==> src/rtl/seg_display_pkg.sv <==
// Shared font table and helpers for the multiplexed 7-segment scanner.
package seg_display_pkg;

    // Active-high segment patterns, bit order g..a, indexed by hex value.
    localparam logic [15:0][6:0] SEG_FONT = {
        7'h71, 7'h79, 7'h5E, 7'h39, 7'h7C, 7'h77, 7'h6F, 7'h7F,
        7'h07, 7'h7D, 7'h6D, 7'h66, 7'h4F, 7'h5B, 7'h06, 7'h3F
    };

    function automatic int unsigned idx_width(input int unsigned n);
        return (n > 1) ? $clog2(n) : 1;
    endfunction

    function automatic logic [15:0] apply_pol(input logic active_low, input logic [15:0] v);
        return active_low ? ~v : v;
    endfunction

endpackage

==> src/rtl/seg_display_scanner_hex_to_seg.sv <==
// Combinational hex nibble to active-high 7-segment pattern.
module hex_to_seg
    import seg_display_pkg::*;
(
    input  logic [3:0] nibble_i,
    output logic [6:0] seg_o
);

    assign seg_o = SEG_FONT[nibble_i];

endmodule

==> src/rtl/seg_display_scanner.sv <==
// Time-multiplexed common-anode 7-segment driver with frame shadowing,
// inter-digit blanking and PWM brightness; all pin outputs registered.
module seg_display_scanner
    import seg_display_pkg::*;
#(
    parameter int unsigned NUM_DIGITS     = 8,
    parameter int unsigned REFRESH_DIV    = 100000,
    parameter int unsigned BLANK_CYCLES   = 16,
    parameter int unsigned DIM_BITS       = 4,
    parameter bit          AN_ACTIVE_LOW  = 1'b1,
    parameter bit          SEG_ACTIVE_LOW = 1'b1
) (
    input  logic                    clk,
    input  logic                    reset,
    input  logic [4*NUM_DIGITS-1:0] digits,
    input  logic [NUM_DIGITS-1:0]   dp_in,
    input  logic [NUM_DIGITS-1:0]   digit_en,
    input  logic [DIM_BITS-1:0]     brightness,
    output logic [NUM_DIGITS-1:0]   an,
    output logic [6:0]              seg,
    output logic                    dp,
    output logic                    frame_tick
);

    localparam int unsigned IDX_W = idx_width(NUM_DIGITS);
    localparam int unsigned DIV_W = idx_width(REFRESH_DIV);

    localparam logic [DIV_W-1:0]      DIV_LAST  = DIV_W'(REFRESH_DIV - 1);
    localparam logic [DIV_W-1:0]      BLANK_END = DIV_W'(BLANK_CYCLES);
    localparam logic [IDX_W-1:0]      IDX_LAST  = IDX_W'(NUM_DIGITS - 1);
    localparam logic [NUM_DIGITS-1:0] AN_OFF    = NUM_DIGITS'(apply_pol(AN_ACTIVE_LOW, 16'h0000));
    localparam logic [6:0]            SEG_OFF   = 7'(apply_pol(SEG_ACTIVE_LOW, 16'h0000));

    logic [DIV_W-1:0]              div_q,    div_d;
    logic [IDX_W-1:0]              idx_q,    idx_d;
    logic [DIM_BITS-1:0]           pwm_q,    pwm_d;
    logic [NUM_DIGITS-1:0][3:0]    digit_sh_q, digit_sh_d;
    logic [NUM_DIGITS-1:0]         dp_sh_q,  dp_sh_d;
    logic [NUM_DIGITS-1:0]         en_sh_q,  en_sh_d;
    logic [DIM_BITS-1:0]           bright_sh_q, bright_sh_d;
    logic [NUM_DIGITS-1:0]         an_q,     an_d;
    logic [6:0]                    seg_q,    seg_d;
    logic                          dp_q,     dp_d;
    logic                          tick_q,   tick_d;

    logic                          frame_start;
    logic                          blank;
    logic                          lit;
    logic [NUM_DIGITS-1:0]         an_hi;
    logic [6:0]                    seg_raw;

    hex_to_seg u_font (
        .nibble_i (digit_sh_q[idx_q]),
        .seg_o    (seg_raw)
    );

    always_comb begin
        frame_start = (div_q == '0) && (idx_q == '0);

        div_d = (div_q == DIV_LAST) ? '0 : div_q + 1'b1;
        idx_d = idx_q;
        if (div_q == DIV_LAST) begin
            idx_d = (idx_q == IDX_LAST) ? '0 : idx_q + 1'b1;
        end
        pwm_d = pwm_q + 1'b1;

        digit_sh_d  = digit_sh_q;
        dp_sh_d     = dp_sh_q;
        en_sh_d     = en_sh_q;
        bright_sh_d = bright_sh_q;
        if (frame_start) begin
            digit_sh_d  = digits;
            dp_sh_d     = dp_in;
            en_sh_d     = digit_en;
            bright_sh_d = brightness;
        end

        // Outputs use pre-edge counters and shadow, so a shadow load lands in a blank window.
        blank = (div_q < BLANK_END);
        lit   = !blank && en_sh_q[idx_q] &&
                ((bright_sh_q == '1) || (pwm_q < bright_sh_q));

        // Scan index 0 is the leftmost digit, driven on the MSB anode.
        an_hi = '0;
        for (int unsigned i = 0; i < NUM_DIGITS; i++) begin
            if (lit && (idx_q == IDX_W'(NUM_DIGITS - 1 - i))) begin
                an_hi[i] = 1'b1;
            end
        end

        an_d   = NUM_DIGITS'(apply_pol(AN_ACTIVE_LOW, 16'(an_hi)));
        seg_d  = 7'(apply_pol(SEG_ACTIVE_LOW, 16'(seg_raw)));
        dp_d   = dp_sh_q[idx_q] ^ SEG_ACTIVE_LOW;
        tick_d = frame_start;
    end

    always_ff @(posedge clk or posedge reset) begin
        if (reset) begin
            div_q       <= '0;
            idx_q       <= '0;
            pwm_q       <= '0;
            digit_sh_q  <= '0;
            dp_sh_q     <= '0;
            en_sh_q     <= '0;
            bright_sh_q <= '0;
            an_q        <= AN_OFF;
            seg_q       <= SEG_OFF;
            dp_q        <= SEG_ACTIVE_LOW;
            tick_q      <= 1'b0;
        end else begin
            div_q       <= div_d;
            idx_q       <= idx_d;
            pwm_q       <= pwm_d;
            digit_sh_q  <= digit_sh_d;
            dp_sh_q     <= dp_sh_d;
            en_sh_q     <= en_sh_d;
            bright_sh_q <= bright_sh_d;
            an_q        <= an_d;
            seg_q       <= seg_d;
            dp_q        <= dp_d;
            tick_q      <= tick_d;
        end
    end

    assign an         = an_q;
    assign seg        = seg_q;
    assign dp         = dp_q;
    assign frame_tick = tick_q;

endmodule

==> config.mk <==
export PLATFORM = sky130hd
export DESIGN_NAME = seg_display_scanner
export DESIGN_NICKNAME = d
export VERILOG_FILES = /design/src/rtl/seg_display_pkg.sv /design/src/rtl/seg_display_scanner_hex_to_seg.sv /design/src/rtl/seg_display_scanner.sv
export SDC_FILE = /design/constraint.sdc
export NUM_CORES = 1
export LEC_CHECK = 0
export CELL_PAD_IN_SITES_DETAIL_PLACEMENT = 1
export CELL_PAD_IN_SITES_GLOBAL_PLACEMENT = 2
export CORE_MARGIN = 2
export CORE_UTILIZATION = 30
export CTS_CLUSTER_DIAMETER = 100
export CTS_CLUSTER_SIZE = 30
export DETAILED_ROUTE_END_ITERATION = 16
export PLACE_DENSITY = 0.74
export REMOVE_ABC_BUFFERS = 1
export SLEW_MARGIN = 20
export SYNTH_ARGS = -nofsm -noshare
export SYNTH_HDL_FRONTEND = slang
export SYNTH_HIERARCHICAL = 1
export SYNTH_SLANG_ARGS = --single-unit
==> constraint.sdc <==
create_clock -name clk -period 4 [get_ports clk]
set_input_delay 0.8 -clock clk [delete_from_list [all_inputs] [get_ports clk]]
set_output_delay 0.8 -clock clk [all_outputs]
set_load 0.01 [all_outputs]
## After elaboration in Yosys (flattened, before gate mapping)

Memory sizes are Yosys's and may differ from the RTL's.
Index checks and enable logic that the tools add are counted.

| storage, ports and cells | value |
|---|---|
| ROM bits | 112 |
| output and inout bits | 17 |
| memories kept | 1 |
| word-level logic and storage cells | 70 |
| input port bits | 54 |
| bits in registers | 93 |

Memory list:

| memory | words | bits a word | rd ports | clocked after Yosys merged registers in | wr ports | line | text |
|---|---|---|---|---|---|---|---|
| (name not given) | 16 | 7 | 1 | 0 | 0 | seg_display_scanner_hex_to_seg.sv:9 | `assign seg_o = SEG_FONT[nibble_i];` |

| operators by class | value |
|---|---|
| mux-type cells | 17 |
| magnitude comparators | 4 |
| bitwise operators | 3 |
| reduce and logical (&&, ||, !) cells | 15 |
| add/subtract/negate cells | 3 |
| equal/unequal tests | 9 |

Operators by type and width:

| cell | count |
|---|---|
| adder 17 x 1 -> 17 bit, second input constant | 1 |
| equality test 17 bit, second input constant | 1 |
| zero test 17 bit | 1 |
| < comparator 17 x 5 -> 1 bit, second input constant | 1 |
| 2-to-1 mux 17 bit | 1 |
| binary-select mux 4 bit (select 3 bit) | 1 |
| equality test 3 bit, second input constant | 4 |
| logical AND 1 bit | 11 |
| 2-to-1 mux 1 bit | 10 |
| NOT 8 bit | 1 |
| 2-to-1 mux 7 bit | 1 |
| NOT 7 bit | 1 |
| binary-select mux 1 bit (select 3 bit) | 2 |
| equality test 3 x 2 -> 1 bit, second input constant | 2 |
| < comparator 4 x 5 -> 1 bit, second input constant | 1 |
| adder 4 x 1 -> 4 bit, second input constant | 1 |
| equality test 4 bit, second input constant | 1 |
| < comparator 3 x 4 -> 1 bit, second input constant | 1 |
| < comparator 4 bit | 1 |
| 2-to-1 mux 4 bit | 1 |
| adder 3 x 1 -> 3 bit, second input constant | 1 |
| equality test 3 x 1 -> 1 bit, second input constant | 1 |
| zero test 3 bit | 1 |
| 2-to-1 mux 3 bit | 1 |
| 3 further kinds | 3 |

## Longest topological paths before layout

| logic depth | value |
|---|---|
| depth in word-level cells | 7 |
| gate-level depth with buffers | 10 |
| mapped depth without buffers | 8 |

## Cells and area by module

The synthesis kept the hierarchy.

Modules (own cells, without submodules):

| module | cells each | area an instance (sq um) | sequential area each (sq um) | instances |
|---|---|---|---|---|
| seg_display_scanner | 302 | 4142.7 | 2347.3 | 1 |
| hex_to_seg | 33 | 290.3 | 0.0 | 1 |

## Least setup slack after synthesis

Ideal clock, no wire load.

| timing | value |
|---|---|
| path type | flip-flop to flip-flop |
| start point | register idx_q[0] |
| end point | register seg_q[3], in the netlist seg[3] |
| period minus slack after synthesis | 2599 ps |
| slack | 1401 ps |
| setup time | 60 ps |
| stages on the path, launching flop included | 11 |
| data required time | 3940 ps |
| arrival time | 2539 ps |
| cells stage by stage | dfrtp_1 clkbuf_1 buf_2 mux4_2 nand2_1 nand2_1 inv_1 ha_1 inv_1 mux4_1 inv_1 |

| between the ends | value |
|---|---|
| cells in the longest elaborated chain, start to end | 5 |

Ends and longest elaborated chain:

| what | line | text |
|---|---|---|
| start: declaration | seg_display_scanner.sv:35 | `logic [IDX_W-1:0] idx_q, idx_d;` |
| start signal: assignment | seg_display_scanner.sv:112 | `idx_q <= idx_d;` |
| binary-select mux 4 bit (select 3 bit) | seg_display_scanner.sv:53 | `.nibble_i (digit_sh_q[idx_q]),` |
| 2-to-1 mux 4 bit (not written as such) | seg_display_scanner.sv:53 |  |
| memory read (16 x 7 bit) | - |  |
| 2-to-1 mux 7 bit (not written as such) | seg_display_scanner_hex_to_seg.sv:9 |  |
| net seg_raw[3] | seg_display_scanner.sv:50 | `logic [6:0] seg_raw;` |
| NOT 7 bit | seg_display_pkg.sv:15 | `return active_low ? ~v : v;` |
| net seg_d[3] | seg_display_scanner.sv:42 | `logic [6:0] seg_q, seg_d;` |
| end signal: assignment | seg_display_scanner.sv:119 | `seg_q <= seg_d;` |
| end: declaration | seg_display_scanner.sv:42 |  |

The timed path passes the listed nets, and every way through them passes these cells. The select of a mux whose other input is x is not followed.
A chain may end at the register's enable or synchronous reset.

## Worst setup path after layout

| timing | value |
|---|---|
| start point | register div_q[11] |
| end point | register digit_sh_q[18] in the netlist's numbering |

| between the ends | value |
|---|---|
| cells in the longest elaborated chain, start to end | 2 |

Ends and longest elaborated chain:

| what | line | text |
|---|---|---|
| start: declaration | seg_display_scanner.sv:34 | `logic [DIV_W-1:0] div_q, div_d;` |
| start signal: assignment | seg_display_scanner.sv:111 | `div_q <= div_d;` |
| zero test 17 bit | seg_display_scanner.sv:58 | `frame_start = (div_q == '0) && (idx_q == '0);` |
| logical AND 1 bit | seg_display_scanner.sv:58 |  |
| end signal: assignment | seg_display_scanner.sv:114 | `digit_sh_q <= digit_sh_d;` |
| end: declaration | seg_display_scanner.sv:37 | `logic [NUM_DIGITS-1:0][3:0] digit_sh_q, digit_sh_d;` |

No other way between the ends.

==> impl_metrics.py <==
metrics = {
    "status": {
        "outcome": "completed",
    },
    "setup_path": {
        "crit_required_ns": 4.23,
        "critPathTopFamily": "simple AND/OR/NAND/NOR gates",
        "critical_path.max_stage_delay_ns": 0.76,
        "cp_slowest_cell": "and3_2",
        "crit_type": "register to register",
        "arrival_ns": 3.10,
        "timing.critical_path.cells": "or4_4 -> nor4_4 -> and3_2 -> buf_12 -> mux2_1",
        "worst-path-max-fanout": 30,
        "crit_buf_inv": 1,
        "critPathLaunchType": "register",
        "end_kind": "register",
    },
    "synth": {
        "synth_seq_cells": 93,
        "synthDistinctLibCells": 50,
        "syn_area_sq_mm": 0.00443,
        "yosys-top-cells-area": "dfrtp_1 43%, mux2_1 12%, dfstp_2 9.5%",
        "synth_top_area_cell": "dfrtp_1",
        "yosysWarnings": 6,
        "yosysTopAreaCellShare": 0.435,
        "synth_area_per_cell_sq_um": 13.2,
        "syn_inst": 335,
        "yosysSeqAreaShare": 0.529,
    },
    "grt": {
        "gr-usage-met1": 0.179,
        "top_usage_layer": "met2",
        "grt_pass1_vias": 3097,
        "track_usage": 0.130,
        "grt_use_met2": 0.197,
        "gr-total-overflow": 0,
        "grt_pass1_wl_mm": 16.1,
        "met3_usage": 0.0359,
        "grt_antenna_before_repair": 0,
        "grt_max_degree": 44,
    },
    "worst_hold_path": {
        "min_path_type": "register to register",
    },
    "timing": {
        "slew_headroom": 0.355,
        "drv_slew": 0,
        "clock.fmax_mhz": 348,
        "setup_tns_ns": 0,
        "fin_worst_skew_ns": 0.00901,
        "fin_crit_sh": 0.719,
        "hold_slack_ns": 0.481,
        "hold_viol_final": 0,
        "setup_viol": 0,
        "worstMarginPinSlew_ns": 0.960,
        "min_period_ns": 2.88,
        "rsz0062_at_grt": "no",
    },
    "die": {
        "die_w_um": 126,
        "rows": 44,
        "fp.dieH_um": 126,
        "coreArea_sq_mm": 0.0145,
        "io_pins": 71,
        "initial_core_util": 0.306,
        "die-area_sq_mm": 0.0158,
    },
    "layout": {
        "post-route-cell-area_sq_mm": 0.00560,
        "drive_above_1_share": 0.161,
        "final_cell_mix": "77 x dfrtp_1, 70 x clkdlybuf4s50_1, 49 x mux2_1",
        "n_antenna_cell": 0,
        "final_nets": 479,
        "fillers": 1563,
        "area_growth_pct": 26.4,
        "final_cells": 595,
        "final_common_cell": "dfrtp_1",
    },
    "detailed_routing": {
        "finalWirelength_mm": 9.61,
        "routedWlPerCell_um": 16.1,
        "dr.pass1.iters": 4,
        "num_vias": 2815,
        "drc": 0,
        "drt_iter0_markers": 48,
        "routed_via_density": 4.73,
        "drtAntennaViolNets": 0,
    },
    "placed_design": {
        "globalplace.congestion": 0.759,
        "io_buffer_count": 70,
        "dpl.hpwl_mm": 7.04,
        "dpl_cell_area_sq_mm": 0.00531,
        "dpl.cell_count": 579,
    },
    "pwr": {
        "power_density_mw_per_mm2": 358,
        "vdd_drop_max_v": 0.000204,
        "p_leak_nw": 2.34,
    },
    "clock_network": {
        "cts_tree": "yes",
        "htree_levels": 3,
        "clockBufferDepth": 2,
        "cts_made_buffers": 9,
        "cts_num_sinks": 93,
        "cts-root-buf": "clkbuf_16",
        "postCtsSetupBuffers": 0,
        "clock_latency_ns": 0.35,
        "clkTransAtPathRegs_ns": 0.07,
        "cts_resized": 0,
        "postCtsHoldBufs": 0,
    },
    "run": {
        "cap_violations": 0,
    },
}
[cells in the mapped netlist, drive strengths merged]
| master | number |
|---|---|
| nor4b | 1 |
| a21oi | 4 |
| and3 | 2 |
| a41oi | 1 |
| clkbuf | 5 |
| nor3 | 5 |
| a211oi | 3 |
| xnor2 | 11 |
| a31o | 1 |
| buf | 9 |
| mux4 | 13 |
| mux2 | 56 |
| o31a | 1 |
| o32a | 1 |
| dfstp | 16 |
| or3 | 2 |
| mux2i | 3 |
| ha | 19 |
| nand2b | 1 |
| nor2 | 11 |
| and4 | 2 |
| nand2 | 28 |
| nor2b | 2 |
| inv | 22 |
| nand3b | 1 |
| and2 | 3 |
| xor2 | 5 |
| or2 | 1 |
| o211ai | 2 |
| nand3 | 8 |
| or2b | 1 |
| nand4 | 5 |
| or4b | 1 |
| nor4 | 3 |
| o21ai | 4 |
| or4 | 4 |
| dfrtp | 77 |
| clkinv | 1 |
[per-layer routing]
| metal | vias to the layer above | wire length (um) |
|---|---|---|
| met2 | 57 | 4400 |
| met3 | 10 | 406 |
| met1 | 1432 | 4650 |
| met5 | - | 0 |
| met4 | 0 | 148 |
| li1 | 1316 | - |
[flip-flops by register name (all words and copies together), names as in the netlist]
signal       cells
digit_sh_q      32
en_sh_q          8
pwm_q            4
bright_sh_q      4
dp               1
frame_tick       1
dp_sh_q          8
idx_q            3
div_q           17
an               8
seg              7
[power breakdown]
part / total, mW / internal (mW) / switching [mW] / leakage (nW)
Sequential: 0.996 / 0.980 / 0.0157 / 1.10
Combinational: 0.159 / 0.0958 / 0.0635 / 1.10
Clock: 0.850 / 0.486 / 0.364 / 0.132
[stage by stage]
stage	util	setup slack (ns)	power, mW
2_1_floorplan	-	0.801	1.08
3_3_place_gp	0.367	1.22	1.17
3_5_place_dp	0.367	1.11	1.18
4_1_cts	0.387	1.10	2.04
5_1_grt	0.387	0.945	2.09
6_report	0.387	1.12	2.00
[area by class of cell]
cell class / instances / area (sq um) / area share
Tap cell: 184 / 230 / 0.0411
Clock buffer: 11 / 233 / 0.0415
Multi-Input combinational cell: 205 / 1900 / 0.339
Timing Repair Buffer: 74 / 743 / 0.133
Inverter: 23 / 87.6 / 0.0156
Clock inverter: 5 / 61.3 / 0.0109
Sequential cell: 93 / 2350 / 0.419
[path summary, 6_finish.rpt]
path | end | slack, ns | depth (start not counted) | from
max | digit_sh_q[18] | 1.12 | 5 | div_q[11]
min | pwm_q[0] | 0.48 | 1 | pwm_q[0]
max reg2reg | digit_sh_q[18] | 1.12 | 5 | div_q[11]
min reg2reg | pwm_q[0] | 0.48 | 1 | pwm_q[0]
max in group asynchronous | an[7] | 2.24 | 3 | reset
min in group asynchronous | en_sh_q[2] | 0.88 | 2 | reset
[logic make-up (layout without fill, tap and decap cells)]
| kind of cell | after synthesis | count (layout) | synth area share |
|---|---|---|---|
| simple gates | 81 | 81 | 0.0988 |
| compound gates | 17 | 17 | 0.0265 |
| fa+ha+maj | 19 | 19 | 0.0536 |
| buf+inv | 37 | 113 | 0.0432 |
| mux | 72 | 72 | 0.217 |
| flops | 93 | 93 | 0.529 |
| xor+xnor | 16 | 16 | 0.0316 |
No activity file was read; power rests on OpenSTA's default activity.
